### config.mk
export PLATFORM = sky130hd
export DESIGN_NAME = mips_multicycle_ctrl_flat
export DESIGN_NICKNAME = d
export VERILOG_FILES = /design/src/rtl/mips_multicycle_ctrl_if.sv /design/src/rtl/mips_multicycle_ctrl.sv /design/src/flat_wrapper.sv
export SDC_FILE = /design/constraint.sdc
export NUM_CORES = 1
export LEC_CHECK = 0
export BUFFER_PORTS_ARGS = -buffer_cell sky130_fd_sc_hd__buf_2
export CORE_ASPECT_RATIO = 0.9
export CORE_MARGIN = 4
export CORE_UTILIZATION = 49
export DETAILED_ROUTE_END_ITERATION = 12
export PLACE_DENSITY = 0.83
export SYNTH_ARGS = -nofsm -noshare
export SYNTH_HDL_FRONTEND = slang
export SYNTH_SLANG_ARGS = --single-unit
export TNS_END_PERCENT = 20
### constraint.sdc
create_clock -name clk -period 4 [get_ports clk]
set_input_delay 0.2 -clock clk [delete_from_list [all_inputs] [get_ports clk]]
set_output_delay 0.2 -clock clk [all_outputs]
set_load 0.02 [all_outputs]
### src/rtl/mips_multicycle_ctrl_if.sv
// Control bundle between the multicycle MIPS control FSM and its datapath.
// The master modport is the controller; the slave modport is the datapath side.
interface mips_multicycle_ctrl_if;
  logic [5:0] opcode;
  logic       zero;
  logic       mem_ready;
  logic       mem_req;
  logic       iord;
  logic       mem_write;
  logic       ir_write;
  logic       reg_dst;
  logic       mem_to_reg;
  logic       reg_write;
  logic       alu_src_a;
  logic [1:0] alu_src_b;
  logic [1:0] alu_op;
  logic [1:0] pc_src;
  logic       pc_en;
  logic       illegal_op;
  logic       mem_err;
  logic [3:0] state;

  modport master (
    input  opcode, zero, mem_ready,
    output mem_req, iord, mem_write, ir_write, reg_dst, mem_to_reg, reg_write,
           alu_src_a, alu_src_b, alu_op, pc_src, pc_en, illegal_op, mem_err, state
  );

  modport slave (
    output opcode, zero, mem_ready,
    input  mem_req, iord, mem_write, ir_write, reg_dst, mem_to_reg, reg_write,
           alu_src_a, alu_src_b, alu_op, pc_src, pc_en, illegal_op, mem_err, state
  );
endinterface

### src/rtl/mips_multicycle_ctrl.sv
// Moore control FSM for the shared multicycle MIPS datapath.
// Mux selects come from the state register; strobes that complete a memory
// access are qualified by mem_ready, and the branch PC load by the ALU zero flag.
// A wait counter aborts memory states that never see mem_ready.
module mips_multicycle_ctrl #(
  parameter int MEM_TIMEOUT = 15,
  parameter int CNT_W       = 4
) (
  input  logic                   clk,
  input  logic                   reset,
  mips_multicycle_ctrl_if.master bus
);

  typedef enum logic [3:0] {
    S_FETCH  = 4'd0,
    S_DECODE = 4'd1,
    S_MEMADR = 4'd2,
    S_MEMRD  = 4'd3,
    S_MEMWB  = 4'd4,
    S_MEMWR  = 4'd5,
    S_EXEC   = 4'd6,
    S_ALUWB  = 4'd7,
    S_BRANCH = 4'd8,
    S_ADDIEX = 4'd9,
    S_ADDIWB = 4'd10,
    S_JUMP   = 4'd11
  } state_t;

  localparam logic [5:0] OP_LW    = 6'b100011;
  localparam logic [5:0] OP_SW    = 6'b101011;
  localparam logic [5:0] OP_RTYPE = 6'b000000;
  localparam logic [5:0] OP_BEQ   = 6'b000100;
  localparam logic [5:0] OP_ADDI  = 6'b001000;
  localparam logic [5:0] OP_J     = 6'b000010;

  localparam logic [CNT_W-1:0] TIMEOUT_CNT = CNT_W'(MEM_TIMEOUT);

  state_t           state_r;
  state_t           next_state_s;
  logic [CNT_W-1:0] wait_cnt_r;
  logic             mem_state_s;
  logic             timeout_s;
  logic             pc_write_s;
  logic             branch_s;

  // Dispatch target for the opcode held in IR during DECODE.
  function automatic state_t decode_next(input logic [5:0] op);
    state_t nxt;
    case (op)
      OP_LW,
      OP_SW:    nxt = S_MEMADR;
      OP_RTYPE: nxt = S_EXEC;
      OP_BEQ:   nxt = S_BRANCH;
      OP_ADDI:  nxt = S_ADDIEX;
      OP_J:     nxt = S_JUMP;
      default:  nxt = S_FETCH;
    endcase
    return nxt;
  endfunction

  // True for opcodes this controller knows how to sequence.
  function automatic logic op_supported(input logic [5:0] op);
    logic ok;
    case (op)
      OP_LW, OP_SW, OP_RTYPE, OP_BEQ, OP_ADDI, OP_J: ok = 1'b1;
      default:                                       ok = 1'b0;
    endcase
    return ok;
  endfunction

  // Memory-state detection and stuck-access timeout; a ready in the limit cycle wins.
  always_comb begin
    mem_state_s = (state_r == S_FETCH) || (state_r == S_MEMRD) || (state_r == S_MEMWR);
    timeout_s   = mem_state_s && !bus.mem_ready && (wait_cnt_r == TIMEOUT_CNT);
  end

  // Next-state selection from current state, opcode and memory handshake.
  always_comb begin
    next_state_s = S_FETCH;
    case (state_r)
      S_FETCH: begin
        if (bus.mem_ready) begin
          next_state_s = S_DECODE;
        end else begin
          next_state_s = S_FETCH;
        end
      end
      S_DECODE: next_state_s = decode_next(bus.opcode);
      S_MEMADR: begin
        if (bus.opcode == OP_SW) begin
          next_state_s = S_MEMWR;
        end else begin
          next_state_s = S_MEMRD;
        end
      end
      S_MEMRD: begin
        if (bus.mem_ready) begin
          next_state_s = S_MEMWB;
        end else if (timeout_s) begin
          next_state_s = S_FETCH;
        end else begin
          next_state_s = S_MEMRD;
        end
      end
      S_MEMWR: begin
        if (bus.mem_ready || timeout_s) begin
          next_state_s = S_FETCH;
        end else begin
          next_state_s = S_MEMWR;
        end
      end
      S_MEMWB:  next_state_s = S_FETCH;
      S_EXEC:   next_state_s = S_ALUWB;
      S_ALUWB:  next_state_s = S_FETCH;
      S_BRANCH: next_state_s = S_FETCH;
      S_ADDIEX: next_state_s = S_ADDIWB;
      S_ADDIWB: next_state_s = S_FETCH;
      S_JUMP:   next_state_s = S_FETCH;
      default:  next_state_s = S_FETCH;
    endcase
  end

  // State register and memory wait counter; counter restarts whenever a wait ends.
  always_ff @(posedge clk) begin
    if (reset) begin
      state_r    <= S_FETCH;
      wait_cnt_r <= {CNT_W{1'b0}};
    end else begin
      state_r <= next_state_s;
      if (mem_state_s && !bus.mem_ready && !timeout_s) begin
        wait_cnt_r <= wait_cnt_r + CNT_W'(1);
      end else begin
        wait_cnt_r <= {CNT_W{1'b0}};
      end
    end
  end

  // Per-state datapath control decode; everything is forced low while in reset.
  always_comb begin
    bus.mem_req    = 1'b0;
    bus.iord       = 1'b0;
    bus.mem_write  = 1'b0;
    bus.ir_write   = 1'b0;
    bus.reg_dst    = 1'b0;
    bus.mem_to_reg = 1'b0;
    bus.reg_write  = 1'b0;
    bus.alu_src_a  = 1'b0;
    bus.alu_src_b  = 2'b00;
    bus.alu_op     = 2'b00;
    bus.pc_src     = 2'b00;
    bus.illegal_op = 1'b0;
    bus.mem_err    = 1'b0;
    pc_write_s     = 1'b0;
    branch_s       = 1'b0;
    if (reset) begin
      pc_write_s = 1'b0;
    end else begin
      bus.mem_err = timeout_s;
      case (state_r)
        S_FETCH: begin
          bus.mem_req   = 1'b1;
          bus.alu_src_b = 2'b01;
          bus.ir_write  = bus.mem_ready;
          pc_write_s    = bus.mem_ready;
        end
        S_DECODE: begin
          bus.alu_src_b  = 2'b11;
          bus.illegal_op = !op_supported(bus.opcode);
        end
        S_MEMADR: begin
          bus.alu_src_a = 1'b1;
          bus.alu_src_b = 2'b10;
        end
        S_MEMRD: begin
          bus.mem_req = 1'b1;
          bus.iord    = 1'b1;
        end
        S_MEMWR: begin
          bus.mem_req   = 1'b1;
          bus.iord      = 1'b1;
          bus.mem_write = bus.mem_ready;
        end
        S_MEMWB: begin
          bus.reg_write  = 1'b1;
          bus.mem_to_reg = 1'b1;
        end
        S_EXEC: begin
          bus.alu_src_a = 1'b1;
          bus.alu_op    = 2'b10;
        end
        S_ALUWB: begin
          bus.reg_write = 1'b1;
          bus.reg_dst   = 1'b1;
        end
        S_BRANCH: begin
          bus.alu_src_a = 1'b1;
          bus.alu_op    = 2'b01;
          bus.pc_src    = 2'b01;
          branch_s      = 1'b1;
        end
        S_ADDIEX: begin
          bus.alu_src_a = 1'b1;
          bus.alu_src_b = 2'b10;
        end
        S_ADDIWB: bus.reg_write = 1'b1;
        S_JUMP: begin
          bus.pc_src = 2'b10;
          pc_write_s = 1'b1;
        end
        default: pc_write_s = 1'b0;
      endcase
    end
    bus.pc_en = pc_write_s | (branch_s & bus.zero);
  end

  assign bus.state = state_r;

endmodule

### src/flat_wrapper.sv
// flat-port wrapper written by rule: the top's interface ports become plain ports
module mips_multicycle_ctrl_flat 
#(
  parameter int MEM_TIMEOUT = 15,
  parameter int CNT_W       = 4
)
  (clk, reset, bus_opcode, bus_zero, bus_mem_ready, bus_mem_req, bus_iord, bus_mem_write, bus_ir_write, bus_reg_dst, bus_mem_to_reg, bus_reg_write, bus_alu_src_a, bus_alu_src_b, bus_alu_op, bus_pc_src, bus_pc_en, bus_illegal_op, bus_mem_err, bus_state);
  mips_multicycle_ctrl_if bus_i ();
  input  logic clk;
  input  logic reset;
  input wire logic [$bits(bus_i.opcode)-1:0] bus_opcode;
  input wire logic [$bits(bus_i.zero)-1:0] bus_zero;
  input wire logic [$bits(bus_i.mem_ready)-1:0] bus_mem_ready;
  output wire logic [$bits(bus_i.mem_req)-1:0] bus_mem_req;
  output wire logic [$bits(bus_i.iord)-1:0] bus_iord;
  output wire logic [$bits(bus_i.mem_write)-1:0] bus_mem_write;
  output wire logic [$bits(bus_i.ir_write)-1:0] bus_ir_write;
  output wire logic [$bits(bus_i.reg_dst)-1:0] bus_reg_dst;
  output wire logic [$bits(bus_i.mem_to_reg)-1:0] bus_mem_to_reg;
  output wire logic [$bits(bus_i.reg_write)-1:0] bus_reg_write;
  output wire logic [$bits(bus_i.alu_src_a)-1:0] bus_alu_src_a;
  output wire logic [$bits(bus_i.alu_src_b)-1:0] bus_alu_src_b;
  output wire logic [$bits(bus_i.alu_op)-1:0] bus_alu_op;
  output wire logic [$bits(bus_i.pc_src)-1:0] bus_pc_src;
  output wire logic [$bits(bus_i.pc_en)-1:0] bus_pc_en;
  output wire logic [$bits(bus_i.illegal_op)-1:0] bus_illegal_op;
  output wire logic [$bits(bus_i.mem_err)-1:0] bus_mem_err;
  output wire logic [$bits(bus_i.state)-1:0] bus_state;
  assign bus_i.opcode = bus_opcode;
  assign bus_i.zero = bus_zero;
  assign bus_i.mem_ready = bus_mem_ready;
  assign bus_mem_req = bus_i.mem_req;
  assign bus_iord = bus_i.iord;
  assign bus_mem_write = bus_i.mem_write;
  assign bus_ir_write = bus_i.ir_write;
  assign bus_reg_dst = bus_i.reg_dst;
  assign bus_mem_to_reg = bus_i.mem_to_reg;
  assign bus_reg_write = bus_i.reg_write;
  assign bus_alu_src_a = bus_i.alu_src_a;
  assign bus_alu_src_b = bus_i.alu_src_b;
  assign bus_alu_op = bus_i.alu_op;
  assign bus_pc_src = bus_i.pc_src;
  assign bus_pc_en = bus_i.pc_en;
  assign bus_illegal_op = bus_i.illegal_op;
  assign bus_mem_err = bus_i.mem_err;
  assign bus_state = bus_i.state;
  mips_multicycle_ctrl #(.MEM_TIMEOUT(MEM_TIMEOUT), .CNT_W(CNT_W)) u_core (.clk(clk), .reset(reset), .bus(bus_i));
endmodule
==> summary.md <==
| Metric | Value |
|---|---|
| Grt total ovfl | 0 |
| Fraction of registers with async set/reset | 0 |
| Die height | 44.0 µm |
| Syn. warnings | 0 |
| Unique masters post-synth | 32 |
| Post-synth EDFFs | 0 |
| Iteration-0 DRC count of the detailed router | 19 |
| Slew Viols, Final | 0 |
| Max-Cap Viols | 0 |
| CP max FO | 17 |
| Non-Filler Instances | 144 |
| Place WS | 2.21 ns |
| CTS max path bufs | 2 |
| Hold buffer count at CTS | 0 |
| Peak supply drop | 0.245 mV |
| Detailed Place HPWL | 1.41 mm |
| Slew headroom | 0.645 |
| Fmax | 0.482 GHz |
| TritonCTS clock tree | done |
| Clock Skew | 0.0127 ns |
| Post-DR vias/cell | 5.91 |
| GRT Overall Usage | 0.196 |
| Count of final hold-check violations | 0 |
| Vias in the first global route | 692 |
| Htree depth | 1 |
| Arr. time, crit path | 1.88 ns |
| RSZ-0062 raised after global routing | no |
| Initial antenna violation count | 0 |
| Starting density of the core | 0.547 |
| Synth Register Bits | 8 |
| Setup crit end kind | primary output |
| Placed Cells incl. Taps | 141 |
| Pwr Density | 243 nW/µm² |
| Clk sinks | 8 |
| Min Tclk post-route | 2.08 ns |
| Detailed Route WL | 1.89 mm |
| Final setup fails | 0 |
| Multi-input gate area | 509 µm² |
| Drt wl/cell | 13.1 µm |
| Worst EP required | 3.80 ns |
| Design Area, Final | 875 µm² |
| Die X | 48.0 µm |
| Row cnt | 12 |
| Status | complete, no violations |
| Post-Synthesis Net Count | 114 |
| Worst setup margin | 1.92 ns |
| Layout area overhead | 23.7% |
| Buffer count from post-CTS setup fixing | 0 |
| Io pins | 31 |
| Fill cells | 120 |
| CTS clock-pin slew for the worst setup and hold paths | 0.05 ns |
| Synth Flop Type | dfxtp_1 |
| Worst-skew pair later-pin latency | 0.27 ns |
| CTS Root Cell | clkbuf_4 |
| Core region area | 1290 µm² |
| P_leak | 0.398 nW |
| Least-Margin Pin Slew | 0.532 ns |
| Crit share post-route | 0.519 |
| Commonest non-fill, non-tap cell in the layout | buf_2 |
| Post-Syn Area | 707 µm² |
| CP Launch Type | register |
| Storage element area | 160 µm² |
| Layout cells sized above 1 | 0.285 |
| Seq/Total Area, Yosys | 0.227 |
| Largest net degree at the start of global routing | 18 |
| Final Core Density | 0.677 |
| Gpl congestion | 0.859 |
| Residual DRC count | 0 |
| First-pass GRT wire length | 2.99 mm |
| Post-DRT Antenna Nets | 0 |
| Inserted Clock Buffers | 3 |
| HP Class | in2reg |
| PostCTS Resize Cnt | 0 |
| Kind of critical path | reg2out |
| Antenna cells | 0 |
| Cells after Synth | 103 |
| Commonest cells after routing, fill and taps aside | 30 x buf_2, 15 x nor2_1, 9 x nand2_1, 8 x dfxtp_1, 7 x nand3_1 |
| Layout net count | 143 |
| Via count | 851 |
| Syn avg cell area | 6.86 µm² |
| DRT Pass-1 Iters | 4 |
| Total negative slack | 0 ns |
| Area after DPL | 852 µm² |
| Buffers on Ports | 30 |
| Die footprint | 2120 µm² |
==> power breakdown <==
group,leakage (nW),switching (mW),internal [mW]
clock,0.0138,0.0317,0.0346
combinational,0.319,0.0346,0.0223
sequential,0.0650,0.00701,0.0825
==> state kept, by name, summed over array words and instances (netlist names) <==
| register | flops |
|---|---|
| u_core.bus.state | 4 |
| u_core.wait_cnt_r | 4 |
==> final cells by class <==
class / count / area share
Clock buffer: 3 / 0.0258
Inverter: 4 / 0.0172
Multi-Input combinational cell: 85 / 0.582
Sequential cell: 8 / 0.183
Tap cell: 14 / 0.0200
Timing Repair Buffer: 30 / 0.172
==> cell families after synthesis <==
| group | count (synthesis) | share of synthesized area |
|---|---|---|
| flip-flops | 8 | 0.227 |
| AND/OR/NAND/NOR | 53 | 0.381 |
| adder cells (fa/ha/maj) | 1 | 0.0177 |
| AO/OA/AOI/OAI | 22 | 0.204 |
| multiplexers | 3 | 0.0442 |
| buffers and inverters | 10 | 0.0531 |
| XOR/XNOR | 6 | 0.0743 |
==> synth_stat cells, types with 2 or more instances <==
master	number	area, µm²
inv_1	4	15.0
or3_1	2	12.5
o21ai_0	5	25.0
a31o_2	2	17.5
nor2_1	15	56.3
mux2i_1	2	20.0
nand2b_1	2	12.5
nand3_1	7	35.0
xor2_1	4	35.0
nor4_1	4	25.0
xnor2_1	2	17.5
nand2_1	9	33.8
a211oi_1	4	30.0
dfxtp_1	8	160
nor3_1	5	25.0
nor3b_1	3	22.5
a21oi_1	6	30.0
clkbuf_1	5	18.8
==> path summary, 6_finish.rpt <==
kind	startpoint	to	slack (ns)	cells past startpoint
min reg2reg	u_core.wait_cnt_r[0]	u_core.wait_cnt_r[0]	0.45	1
max reg2reg	u_core.bus.state[1]	u_core.wait_cnt_r[2]	2.29	4
min	bus_opcode[4]	u_core.bus.state[0]	0.30	4
max	u_core.bus.state[1]	bus_mem_err	1.92	5
==> through the flow <==
stage	power, mW	hold WS, ns
detailed placement	0.148	0.440
global placement	0.147	0.434
finish	0.213	0.302
floorplan	0.129	0.392
CTS	0.213	0.301
global route	0.226	0.311
==> layer usage <==
layer	part of all wire	GRT usage	up-vias
li1	-	-	428
met1	0.44	0.267	367
met2	0.44	0.277	50
met3	0.099	0.0650	6
met4	0.016	0.0806	0
met5	0	0	-
==> worst max-delay path, cell delays in order, from the launching register on <==
cell and delay, ns:
dfxtp_1 0.65, inv_1 0.22, mux2i_1 0.18, nor3_1 0.19
nor3b_1 0.20, buf_2 0.19
Note: power is estimated with default switching activity, not from simulation.
